==> src/rtl/ring_tx_serializer.sv <==
// Token-ring transmit serializer: builds ACK/NACK/TOKEN/FORWARD/NEW packets and shifts them
// out LSB first with start/stop framing. Define RING_TX_PARITY_EN to add the even-parity bit.
module ring_tx_serializer #(
    parameter int         PKT_W        = 16,
    parameter int         CLKS_PER_BIT = 4,
    parameter logic [3:0] OUR_ADDRESS  = 4'b0001
) (
    input  logic             Clk_R,
    input  logic             Rst_n,
    input  logic             tx_start,
    input  logic [2:0]       tx_data_select,
    input  logic [PKT_W-1:0] fwd_packet,
    input  logic [PKT_W-1:0] node_packet,
    output logic             tx_ready,
    output logic             tx_busy,
    output logic             tx_serial,
    output logic             tx_err,
    output logic [2:0]       tx_state_dbg
);
    localparam int MAX_CNT = (CLKS_PER_BIT > PKT_W) ? CLKS_PER_BIT : PKT_W;
    localparam int CNT_W   = (MAX_CNT > 1) ? $clog2(MAX_CNT) : 1;
    localparam logic [CNT_W-1:0] BAUD_LAST = CNT_W'(CLKS_PER_BIT - 1);
    localparam logic [CNT_W-1:0] BIT_LAST  = CNT_W'(PKT_W - 1);

    typedef enum logic [2:0] {
        S_IDLE  = 3'd0,
        S_START = 3'd1,
        S_DATA  = 3'd2,
        S_STOP  = 3'd4
`ifdef RING_TX_PARITY_EN
        , S_PARITY = 3'd3
`endif
    } state_t;

    state_t           state_q, state_d;
    logic [CNT_W-1:0] baud_q, baud_d;
    logic [CNT_W-1:0] bit_q, bit_d;
    logic [PKT_W-1:0] shift_q, shift_d;
    logic             serial_q, serial_d;
    logic             ready_q, ready_d;
    logic             err_q, err_d;
`ifdef RING_TX_PARITY_EN
    logic             parity_q, parity_d;
`endif

    logic [PKT_W-1:0] built_pkt;
    logic             sel_legal;
    logic             baud_end;

    always_comb begin
        built_pkt = '0;
        sel_legal = 1'b1;
        case (tx_data_select)
            3'd0: begin built_pkt[2:0] = 3'b000; built_pkt[6:3] = OUR_ADDRESS; end
            3'd1: begin built_pkt[2:0] = 3'b011; built_pkt[6:3] = OUR_ADDRESS; end
            3'd2: built_pkt = fwd_packet;
            3'd3: built_pkt[2:0] = 3'b111;
            3'd4: built_pkt = node_packet;
            default: sel_legal = 1'b0;
        endcase
    end

    assign baud_end = (baud_q == BAUD_LAST);

    always_comb begin
        state_d  = state_q;
        baud_d   = baud_q;
        bit_d    = bit_q;
        shift_d  = shift_q;
        serial_d = serial_q;
        ready_d  = ready_q;
        err_d    = 1'b0;
`ifdef RING_TX_PARITY_EN
        parity_d = parity_q;
`endif
        case (state_q)
            S_IDLE: begin
                if (tx_start && sel_legal) begin
                    state_d  = S_START;
                    shift_d  = built_pkt;
`ifdef RING_TX_PARITY_EN
                    parity_d = ^built_pkt;
`endif
                    serial_d = 1'b0;
                    ready_d  = 1'b0;
                    baud_d   = '0;
                    bit_d    = '0;
                end else if (tx_start) begin
                    err_d = 1'b1;
                end
            end
            S_START: begin
                if (baud_end) begin
                    state_d  = S_DATA;
                    baud_d   = '0;
                    serial_d = shift_q[0];
                end else begin
                    baud_d = baud_q + CNT_W'(1);
                end
            end
            S_DATA: begin
                if (baud_end) begin
                    baud_d = '0;
                    if (bit_q == BIT_LAST) begin
                        bit_d = '0;
`ifdef RING_TX_PARITY_EN
                        state_d  = S_PARITY;
                        serial_d = parity_q;
`else
                        state_d  = S_STOP;
                        serial_d = 1'b1;
`endif
                    end else begin
                        // Next bit comes from position 1 before the shift lands.
                        bit_d    = bit_q + CNT_W'(1);
                        shift_d  = shift_q >> 1;
                        serial_d = shift_q[1];
                    end
                end else begin
                    baud_d = baud_q + CNT_W'(1);
                end
            end
`ifdef RING_TX_PARITY_EN
            S_PARITY: begin
                if (baud_end) begin
                    state_d  = S_STOP;
                    baud_d   = '0;
                    serial_d = 1'b1;
                end else begin
                    baud_d = baud_q + CNT_W'(1);
                end
            end
`endif
            S_STOP: begin
                if (baud_end) begin
                    state_d = S_IDLE;
                    baud_d  = '0;
                    ready_d = 1'b1;
                end else begin
                    baud_d = baud_q + CNT_W'(1);
                end
            end
            default: begin
                state_d  = S_IDLE;
                serial_d = 1'b1;
                ready_d  = 1'b1;
            end
        endcase
    end

    always_ff @(posedge Clk_R or negedge Rst_n) begin
        if (!Rst_n) begin
            state_q  <= S_IDLE;
            baud_q   <= '0;
            bit_q    <= '0;
            shift_q  <= '0;
            serial_q <= 1'b1;
            ready_q  <= 1'b1;
            err_q    <= 1'b0;
`ifdef RING_TX_PARITY_EN
            parity_q <= 1'b0;
`endif
        end else begin
            state_q  <= state_d;
            baud_q   <= baud_d;
            bit_q    <= bit_d;
            shift_q  <= shift_d;
            serial_q <= serial_d;
            ready_q  <= ready_d;
            err_q    <= err_d;
`ifdef RING_TX_PARITY_EN
            parity_q <= parity_d;
`endif
        end
    end

    assign tx_serial    = serial_q;
    assign tx_ready     = ready_q;
    assign tx_busy      = ~ready_q;
    assign tx_err       = err_q;
    assign tx_state_dbg = state_q;
endmodule
==> config.mk <==
export PLATFORM = sky130hd
export DESIGN_NAME = ring_tx_serializer
export DESIGN_NICKNAME = d
export VERILOG_FILES = /design/src/rtl/ring_tx_serializer.sv
export SDC_FILE = /design/constraint.sdc
export NUM_CORES = 1
export LEC_CHECK = 0
export BUFFER_PORTS_ARGS = -buffer_cell sky130_fd_sc_hd__buf_2
export CORE_ASPECT_RATIO = 0.7
export CORE_MARGIN = 10
export CORE_UTILIZATION = 53
export DETAILED_ROUTE_END_ITERATION = 12
export HOLD_SLACK_MARGIN = 0.12
export PLACE_DENSITY = 0.81
export SYNTH_ARGS = -nofsm -noshare
export SYNTH_HDL_FRONTEND = slang
export SYNTH_SLANG_ARGS = --single-unit
==> constraint.sdc <==
create_clock -name Clk_R -period 2.5 [get_ports Clk_R]
set_input_delay 0.5 -clock Clk_R [delete_from_list [all_inputs] [get_ports Clk_R]]
set_output_delay 0.5 -clock Clk_R [all_outputs]
set_load 0.01 [all_outputs]
Word level (Yosys, flattened, before mapping)
Index checks and enable logic that the tools add are counted.
Operators by class
  multiplexer cells: 30
  add/subtract/negate cells: 2
  equal/unequal tests: 15
  reduce and logical (&&, ||, !) cells: 15
  bitwise logic cells: 3
Operator list (count)
  $mux W16: 3
  $pmux W16 S2: 1
  $pmux W3 S4: 2
  $pmux W9 S2: 1
  $mux W4: 4
  $pmux W4 S2: 2
  $mux W3: 5
  $ne A2 B2 Y1 const B: 6
  $pmux W4 S3: 1
  $eq A3 B2 Y1 const B: 3
  $mux W1: 9
  $add A4 B1 Y4 const B: 2
  $reduce_and A4 Y1: 2
  $eq A3 B1 Y1 const B: 2
  $eq A3 B3 Y1 const B: 2
  $logic_not A3 Y1: 2
  $reduce_and A3 Y1: 2
  $reduce_and A5 Y1: 1
  $reduce_or A5 Y1: 1
  $eq A4 B2 Y1 const B: 1
  $eq A4 B4 Y1 const B: 1
  $pmux W1 S4: 1
  $reduce_bool A2 Y1: 2
  $reduce_or A2 Y1: 2
  other kinds (5): 7
Word-level totals
  input bits: 38
  output and inout port bits: 7
  word-level logic and storage cells: 72
  register bits after elaboration: 30

Logic depth before layout (Yosys ltp)
Gate-level depths: netlist (run 1).
  word-level depth: 6
  gate-level depth with buffers: 7
  depth with buffers taken out: 5

Worst setup path before layout (run 1)
OpenSTA, ideal clock, no wires.
  path type: reg2reg
  start: register baud_q[0]
  end: register shift_q[10]
  arrival: 1.833 ns
  clock period less this slack: 1.958 ns
  required time: 2.375 ns
  cell stages (with the launch flop): 6
  setup time: 0.125 ns
  path buffers: 1
  path slack: 0.542 ns
  path through: dfrtp_1 ha_1 or3b_2 a22oi_4 buf_12 mux2_4
Between the ends
  word-level cells in the longest chain between the ends: 3
Ends and longest elaborated chain
  start: declaration: line 36  | logic [CNT_W-1:0] baud_q, baud_d;
  start signal: assignment: line 165  | baud_q <= baud_d;
  $eq A4 B2 Y1: line 63  | assign baud_end = (baud_q == BAUD_LAST);
  $ne A2 B2 Y1 (no source line)
  $reduce_and A4 Y1 (no source line)
  end signal: assignment: line 167  | shift_q <= shift_d;
  end: declaration: line 38  | logic [PKT_W-1:0] shift_q, shift_d;
No other way between the ends.
A chain may end at the register's enable or synchronous reset.

Final worst setup path (run 1)
  start: register baud_q[0]
  end: register shift_q[2]
The elaborated chain is that of the path after synthesis.

==> results of run 1 <==
final timing paths:
path | end | depth (start not counted) | startpoint | slack [ns]
setup reg to reg | shift_q[2]$_DFFE_PN0P_ | 5 | baud_q[0]$_DFFE_PN0P_ | 0.38
hold reg to reg | tx_ready$_DFFE_PN1P_ | 2 | tx_ready$_DFFE_PN1P_ | 0.47
setup / recovery | shift_q[2]$_DFFE_PN0P_ | 5 | baud_q[0]$_DFFE_PN0P_ | 0.38
min in group Clk_R | tx_ready$_DFFE_PN1P_ | 2 | tx_ready$_DFFE_PN1P_ | 0.47
max in group asynchronous | baud_q[2]$_DFFE_PN0P_ | 1 | Rst_n | 1.84
hold / removal | shift_q[12]$_DFFE_PN0P_ | 1 | Rst_n | 0.24
Yosys cell counts, types with 3 or more instances:
library cell,number,area (um^2)
buf_2,3,15.0
a21o_1,4,30.0
a21oi_1,11,55.1
mux2_2,6,67.6
nand2_1,20,75.1
dfrtp_1,28,701
a22oi_1,12,90.1
clkbuf_1,5,18.8
nand3_1,4,20.0
nand3b_1,3,22.5
mux2_4,10,150
o21ai_0,19,95.1
nor3b_1,3,22.5
inv_1,3,11.3
nor2_1,13,48.8
nor3_1,5,25.0
critical path, delay by kind of cell, from the launching register on:
| family | cells | cell delay (ns) |
|---|---|---|
| AO/OA/AOI/OAI | 1 | 0.20 |
| adder cells (fa/ha/maj) | 1 | 0.21 |
| buffers and inverters | 1 | 0.30 |
| flip-flops | 1 | 0.38 |
| multiplexers | 1 | 0.38 |
| AND/OR/NAND/NOR | 1 | 0.52 |
report_power, final:
part           switching, mW  total, mW  internal [mW]
Combinational          0.439      0.898          0.460
Sequential             0.135      0.817          0.682
Clock                  0.172      0.384          0.212
per-layer routing:
layer | up-vias | part of all wire [%] | global-route usage (%) | routed length (um)
li1 | 784 | - | - | -
met1 | 768 | 51 | 18.6 | 2190
met2 | 38 | 43 | 19.4 | 1880
met3 | 4 | 5.1 | 4.96 | 220
met4 | 0 | 0.72 | 4.18 | 31
met5 | - | 0 | 0 | 0
metrics by stage:
stage | total power, mW | cells | util, % | area (um^2)
final | 2.10 | 281 | 67.5 | 2180
after global routing | 2.27 | 281 | 67.5 | 2180
after CTS | 2.11 | 281 | 67.5 | 2180
after detailed placement | 1.72 | 275 | 64.9 | 2100
after global placement | 1.68 | 275 | 64.9 | 2100
after floorplan | 1.50 | 187 | - | 1830
cell families (layout without fill, tap and decap cells):
kind of cell	after synthesis	in the layout	synth area share, %
AOI/OAI and AO/OA	61	61	22.3
xor gates and xnor gates	2	2	0.958
adders and majority gates	2	2	1.37
buffers and inverters	14	61	4.38
DFF	30	30	41.2
muxes	16	16	11.9
and+or+nand+nor	62	62	17.9
layout make-up:
| class | count | share of cell area [%] |
|---|---|---|
| Inverter | 3 | 0.516 |
| Sequential cell | 30 | 34.5 |
| Clock buffer | 6 | 3.78 |
| Multi-Input combinational cell | 143 | 45.6 |
| Tap cell | 47 | 2.69 |
| Timing Repair Buffer | 52 | 12.8 |
sequential cells by signal (all words and copies together), names as in the netlist:
name          cells
shift_q          16
baud_q            4
bit_q             4
tx_state_dbg      3
tx_err            1
tx_ready          1
tx_serial         1
==> reports/summary.txt, run 1 <==
status - finished, final reports clean
Overflow after GRT - 0
TritonCTS Buffers - 5
Initial Utilization - 56.6%
max_slew headroom - 39.7%
ANT cells - 0
critical path class - reg2reg
Post-CTS Hold Fix Bufs - 0
Multi-input gate area - 996 um^2
first-pass GRT wire length - 7.21 mm
Worst Setup End Kind - flop
area grow syn2layout - 19.3%
Setup WS post-layout - 0.380 ns
smallest hold slack - 0.239 ns
Cell Pwr Density - 962 nW/um^2
Clock Path Buffers - 2
drt first-iter violations - 128
Worst-Skew Late Latency - 0.29 ns
Post-DP HPWL - 3.16 mm
largest net degree at the start of global routing - 31
VDD IR max - 0.000374 V
number of vias per cell - 5.67
Distinct cells, synth - 48
syn avg cell area - 9.78 um^2
DRT antenna net count - 0
die height - 69.2 um
fin nets - 275
synth warn - 0
Min Clock Period, post-route - 2.12 ns
Sink Count - 30
ys async rst share - 100%
initial antenna violation count - 0
pre-CTS setup slack - 0.353 ns
slowest stage delay, CP - 0.52 ns
Slew Viols, Final - 0
H-tree level count - 2
Slew @ Worst Pin - 0.902 ns
vias in the first global route - 1,480
endpoints failing setup - 0
Crit Path Max Fanout - 16
Final Hold Fails - 0
gp weighted congestion - 0.768
Worst Hold Class - in2async
Seq/Total Area, Yosys - 41.2%
Top-Level Pins - 45
Worst Setup Start Kind - flop
row count - 17
Reg area - 753 um^2
# DRC - 0
EDFF count, synth - 0
Post-Route Setup TNS - 0 ns
synthesized area - 1830 um^2
period utilization - 84.8%
setup bufs post-CTS - 0
RSZ-0062 raised after global routing - false
GRT Util Overall - 13.6%
slowest CP cell - or3b_2
Achievable Freq - 0.472 GHz
LEAKAGE - 1.03 nW
fraction of layout cells with a size suffix above 1 - 34.6%
Vias - 1,594
post-DR wirelength/cell - 15.4 um
arrival time worst endpoint - 2.29 ns
PortBufs - 44
syn nets - 227
synthesized flop and latch total - 30
final WL - 4.32 mm
filler instances - 287
clk_skew - 0.00387 ns
core area - 3230 um^2
register clock-pin slew on the reported worst setup and hold paths - 0.06 ns
Mapped Cells - 187
Post-CTS Resized - 0
die width - 90.2 um
die area - 6240 um^2
First-pass DRT Iterations - 4
most common cell after layout, fill and taps aside - buf_2
CP Data Required Time - 2.67 ns
Synth Flop Type - dfrtp_1
CTS tree - yes
Max-Cap Viols - 0
most frequent cells in the layout - 44 x buf_2, 28 x dfrtp_1, 20 x nand2_1
Root Driver - clkbuf_8
worst-path cell chain - ha_1 -> or3b_2 -> a22oi_4 -> buf_4 -> mux2_2
(Power assumes the default switching activity.)
==> inputs of run 2 (changes only) <==
==> constraint.sdc (replaced) <==
create_clock -name Clk_R -period 2.1 [get_ports Clk_R]
set_input_delay 0.42 -clock Clk_R [delete_from_list [all_inputs] [get_ports Clk_R]]
set_output_delay 0.42 -clock Clk_R [all_outputs]
set_load 0.01 [all_outputs]
==> run 2 against run 1 <==
Against the previous run: first-iteration DRC count down 1.6%; largest power group unchanged; register-to-register slack worse by 0.30 ns; die area unchanged; critical path type unchanged; setup slack worse by 0.30 ns; critical path depth unchanged; hold slack worse by 0.071 ns; global-route usage up 0.10 points.
==> reports/summary.txt, run 2 (same netlist as run 1, synthesis figures left out) <==
status - finished, final reports clean
drt first-iter violations - 126
Final Hold Fails - 0
clk_skew - 0.00362 ns
ANT cells - 0
arrival time worst endpoint - 2.19 ns
biggest regs - shift_q (16), baud_q (4), bit_q (4)
Overflow after GRT - 0
CTS tree - yes
GRT Util Overall - 13.7%
worst-path cell chain - ha_2 -> or3b_2 -> a22oi_4 -> buf_12 -> mux2_2
worst r2r src - baud_q[0]$_DFFE_PN0P_
fraction of layout cells with a size suffix above 1 - 35.0%
Initial Utilization - 56.6%
# DRC - 0
die height - 69.2 um
fin util - 68.2%
slowest CP cell - or3b_2
register with the most flip-flops - shift_q
r2r setup slk - 0.08 ns
Post-DP HPWL - 3.24 mm
Root Driver - clkbuf_8
die width - 90.2 um
critical path class - reg2reg
delay-heaviest family, CP - simple AND/OR/NAND/NOR gates
largest net degree at the start of global routing - 31
most frequent cells in the layout - 44 x buf_2, 28 x dfrtp_1, 20 x nand2_1
First-pass DRT Iterations - 4
row count - 17
Post-CTS Resized - 0
initial antenna violation count - 0
most common cell after layout, fill and taps aside - buf_2
final WL - 4.30 mm
Post-Route Setup TNS - 0 ns
period utilization - 96.3%
smallest hold slack - 0.168 ns
Sink Count - 30
Crit Path Max Fanout - 16
CP Data Required Time - 2.27 ns
RSZ-0062 raised after global routing - false
post-DR wirelength/cell - 15.1 um
number of vias per cell - 5.57
Min Clock Period, post-route - 2.02 ns
Buf/Inv on CP - 1
Slew @ Worst Pin - 0.840 ns
max_slew headroom - 43.9%
VDD IR max - 0.000664 V
Max-Cap Viols - 0
FF-to-FF path depth - 5
Vias - 1,581
RR Endpoint - shift_q[2]$_DFFE_PN0P_
Top-Level Pins - 45
area grow syn2layout - 20.6%
vias in the first global route - 1,560
post-route insts no fill - 284
Worst Setup End Kind - flop
H-tree level count - 2
gp weighted congestion - 0.739
Worst-Skew Late Latency - 0.28 ns
slowest stage delay, CP - 0.51 ns
setup bufs post-CTS - 0
Cell Pwr Density - 1150 nW/um^2
core area - 3230 um^2
PortBufs - 44
Post-Place Cells - 277
register clock-pin slew on the reported worst setup and hold paths - 0.06 ns
max FFs per register - 16
TritonCTS Buffers - 5
LEAKAGE - 1.03 nW
Worst Setup Start Kind - flop
Post-CTS Hold Fix Bufs - 0
Clock Path Buffers - 2
Worst Hold Class - in2async
DRT antenna net count - 0
fin nets - 277
Achievable Freq - 0.495 GHz
first-pass GRT wire length - 7.31 mm
endpoints failing setup - 0
Overall Power - 2.54 mW
Slew Viols, Final - 0
die area - 6240 um^2
==> run 2: cell count changes in the layout (fill, tap and decap cells not counted), sizes merged <==
| cell | change |
|---|---|
| clkbuf | +1 |
| buf | +2 |
==> run 2: worst max path at each step <==
stage	startpoint	end	slack, ns	cells past startpoint
final	baud_q[0]$_DFFE_PN0P_	shift_q[2]$_DFFE_PN0P_	0.08	5
after global routing	baud_q[0]$_DFFE_PN0P_	shift_q[2]$_DFFE_PN0P_	0.008	5
after CTS	baud_q[0]$_DFFE_PN0P_	shift_q[2]$_DFFE_PN0P_	0.06	5
after detailed placement	baud_q[0]$_DFFE_PN0P_	shift_q[2]$_DFFE_PN0P_	0.08	5
after global placement	baud_q[0]$_DFFE_PN0P_	shift_q[2]$_DFFE_PN0P_	0.15	5
after floorplan	baud_q[0]$_DFFE_PN0P_	shift_q[10]$_DFFE_PN0P_	0.14	5
==> run 2: cell type report <==
cell class	instances	area, um^2
Fill cell	268	1030
Sequential cell	30	753
Inverter	3	11.3
Timing Repair Buffer	54	308
Multi-Input combinational cell	143	998
Tap cell	47	58.8
Clock buffer	7	76.3
==> run 2: metal layers <==
layer | GRT usage (%) | wire length (um) | vias up
li1 | - | - | 785
met1 | 18.0 | 2060 | 747
met2 | 20.6 | 1940 | 45
met3 | 4.31 | 255 | 4
met4 | 5.05 | 46 | 0
met5 | 0 | 0 | -
==> run 2: worst register-to-register path, stage by stage, from the launching register on <==
cell	delay [ns]
dfrtp_1	0.41
ha_2	0.22
or3b_2	0.51
a22oi_4	0.23
buf_12	0.19
mux2_2	0.35
==> run 2: power by group <==
part           leakage [nW]  internal, mW  switching, mW
registers             0.393         0.812          0.162
logic                 0.601         0.595          0.532
clock network        0.0383         0.228          0.209
==> run 2: through the flow <==
stage	area (um^2)	setup slack, ns
after floorplan	1830	0.142
after global placement	2130	0.150
after detailed placement	2130	0.0805
after CTS	2200	0.0581
after global routing	2210	0.00828
final	2210	0.0784
==> inputs of run 3 (changes only) <==
--- a/config.mk
+++ b/config.mk
@@ -6,7 +6,6 @@
 export NUM_CORES = 1
 export LEC_CHECK = 0
 export BUFFER_PORTS_ARGS = -buffer_cell sky130_fd_sc_hd__buf_2
-export CORE_ASPECT_RATIO = 0.7
 export CORE_MARGIN = 10
 export CORE_UTILIZATION = 53
 export DETAILED_ROUTE_END_ITERATION = 12
==> run 3 against run 2 <==
Against the previous run: hold slack worse by 0.072 ns; non-clock buffer count is 1 lower; largest power group unchanged; critical path depth stayed put; flip-flop and latch count stayed put; clock skew is 0.0051 ns higher; die area is 0.60% lower; register-to-register slack better by 0.097 ns; sequential power hardly changed; highest routed layer unchanged; maximum frequency is 5.0% higher; design area is 0.28% lower.
==> reports/summary.txt, run 3 (same netlist as run 1, synthesis figures left out) <==
LEAKAGE - 1.04 nW
most frequent cells in the layout - 44 x buf_2, 28 x dfrtp_1, 20 x nand2_1
fraction of layout cells with a size suffix above 1 - 35.4%
Initial Utilization - 54.8%
Worst-Skew Late Latency - 0.34 ns
die height - 78.8 um
Max-Cap Viols - 0
DRT antenna net count - 0
row count - 21
fin nets - 276
first-pass GRT wire length - 7.48 mm
Worst Setup End Kind - flop
Clk pwr share - 17.3%
arrival time worst endpoint - 2.15 ns
CTS tree - yes
net load switching power - 894 uW
die area - 6200 um^2
gp weighted congestion - 0.810
biggest regs - shift_q (16), baud_q (4), bit_q (4)
PortBufs - 44
Reg area - 753 um^2
Overflow after GRT - 0
final instance area - 2200 um^2
most common cell after layout, fill and taps aside - buf_2
register with the most flip-flops - shift_q
Area after DPL - 2120 um^2
fin util - 65.9%
Clock Path Buffers - 2
TritonCTS Buffers - 5
First-pass DRT Iterations - 4
max_slew headroom - 38.9%
Vias - 1,612
GRT Util Overall - 14.6%
Slew @ Worst Pin - 0.914 ns
ANT cells - 0
Slew Viols, Final - 0
max FFs per register - 16
Int Pwr - 1.62 mW
Worst Hold Class - in2async
Crit Path Max Fanout - 16
core area - 3340 um^2
critical path class - reg2reg
Switching Fraction - 35.5%
Cell Pwr Density - 1140 nW/um^2
Logic pwr share - 44.1%
CP Data Required Time - 2.32 ns
Sink Count - 30
Post-DP HPWL - 3.22 mm
post-DR wirelength/cell - 15.1 um
Min Clock Period, post-route - 1.92 ns
status - finished, final reports clean
VDD IR max - 0.000483 V
final WL - 4.27 mm
area grow syn2layout - 20.2%
Overall Power - 2.52 mW
Reg power frac - 38.6%
RSZ-0062 raised after global routing - false
drt first-iter violations - 167
Post-Route Setup TNS - 0 ns
initial antenna violation count - 0
Multi-input gate area - 998 um^2
setup bufs post-CTS - 0
Final Hold Fails - 0
largest net degree at the start of global routing - 31
Achievable Freq - 0.520 GHz
vias in the first global route - 1,663
number of vias per cell - 5.70
Root Driver - clkbuf_4
period utilization - 91.7%
register clock-pin slew on the reported worst setup and hold paths - 0.10 ns
die width - 78.8 um
Worst Setup Start Kind - flop
Top-Level Pins - 45
Post-CTS Hold Fix Bufs - 0
endpoints failing setup - 0
# DRC - 0
filler instances - 289
H-tree level count - 2
clk_skew - 0.00871 ns
[run 3: final timing paths]
kind | endpoint | cells after the start | slack [ns] | startpoint
hold reg to reg | tx_ready$_DFFE_PN1P_ | 2 | 0.49 | tx_ready$_DFFE_PN1P_
setup reg to reg | shift_q[2]$_DFFE_PN0P_ | 5 | 0.18 | baud_q[0]$_DFFE_PN0P_
hold / removal | bit_q[0]$_DFFE_PN0P_ | 1 | 0.1 | Rst_n
min in group Clk_R | tx_err$_DFF_PN0_ | 3 | 0.32 | tx_start
max in group asynchronous | shift_q[1]$_DFFE_PN0P_ | 1 | 1.57 | Rst_n
setup / recovery | shift_q[2]$_DFFE_PN0P_ | 5 | 0.18 | baud_q[0]$_DFFE_PN0P_
[run 3: per-stage QoR]
stage | std cells | hold slack, ns | worst slack, ns
2_1_floorplan | 187 | 0.124 | 0.142
3_3_place_gp | 275 | 0.480 | 0.150
3_5_place_dp | 275 | 0.477 | 0.0902
4_1_cts | 283 | 0.124 | 0.0610
5_1_grt | 283 | 0.144 | 0.0809
6_report | 283 | 0.0966 | 0.175
[run 3: power groups by stage]
| stage | registers, mW | logic, mW | clock network, mW |
|---|---|---|---|
| floorplan | 0.945 | 0.838 | 0 |
| global placement | 0.971 | 1.07 | 0 |
| detailed placement | 0.981 | 1.11 | 0 |
| CTS | 0.976 | 1.11 | 0.440 |
| global route | 1.00 | 1.24 | 0.468 |
| finish | 0.972 | 1.11 | 0.436 |
[run 3: layout make-up]
| type | instances | area share [%] |
|---|---|---|
| Inverter | 3 | 0.512 |
| Sequential cell | 30 | 34.2 |
| Multi-Input combinational cell | 143 | 45.4 |
| Clock buffer | 8 | 3.58 |
| Tap cell | 46 | 2.62 |
| Timing Repair Buffer | 53 | 13.7 |
[run 3: routing by layer]
layer  GRT usage, %  vias up  routed length (um)
met5              0        -                   0
met4           5.56        0                  51
met3           4.39        6                 247
met2           24.8       45                2100
met1           17.0      773                1870
li1               -      788                   -
[run 3: repair_timing]
| item | in CTS | in global routing |
|---|---|---|
| endpoints found under the setup margin | 0 | 1 |
| gates resized for setup | 0 | 1 |
| hold endpoints to repair | 0 | 0 |
[run 3: critical path: stages (launching register included)]
cell	delay, ns
dfrtp_1	0.40
ha_1	0.22
or3b_4	0.43
a22oi_4	0.22
buf_12	0.19
mux2_2	0.35
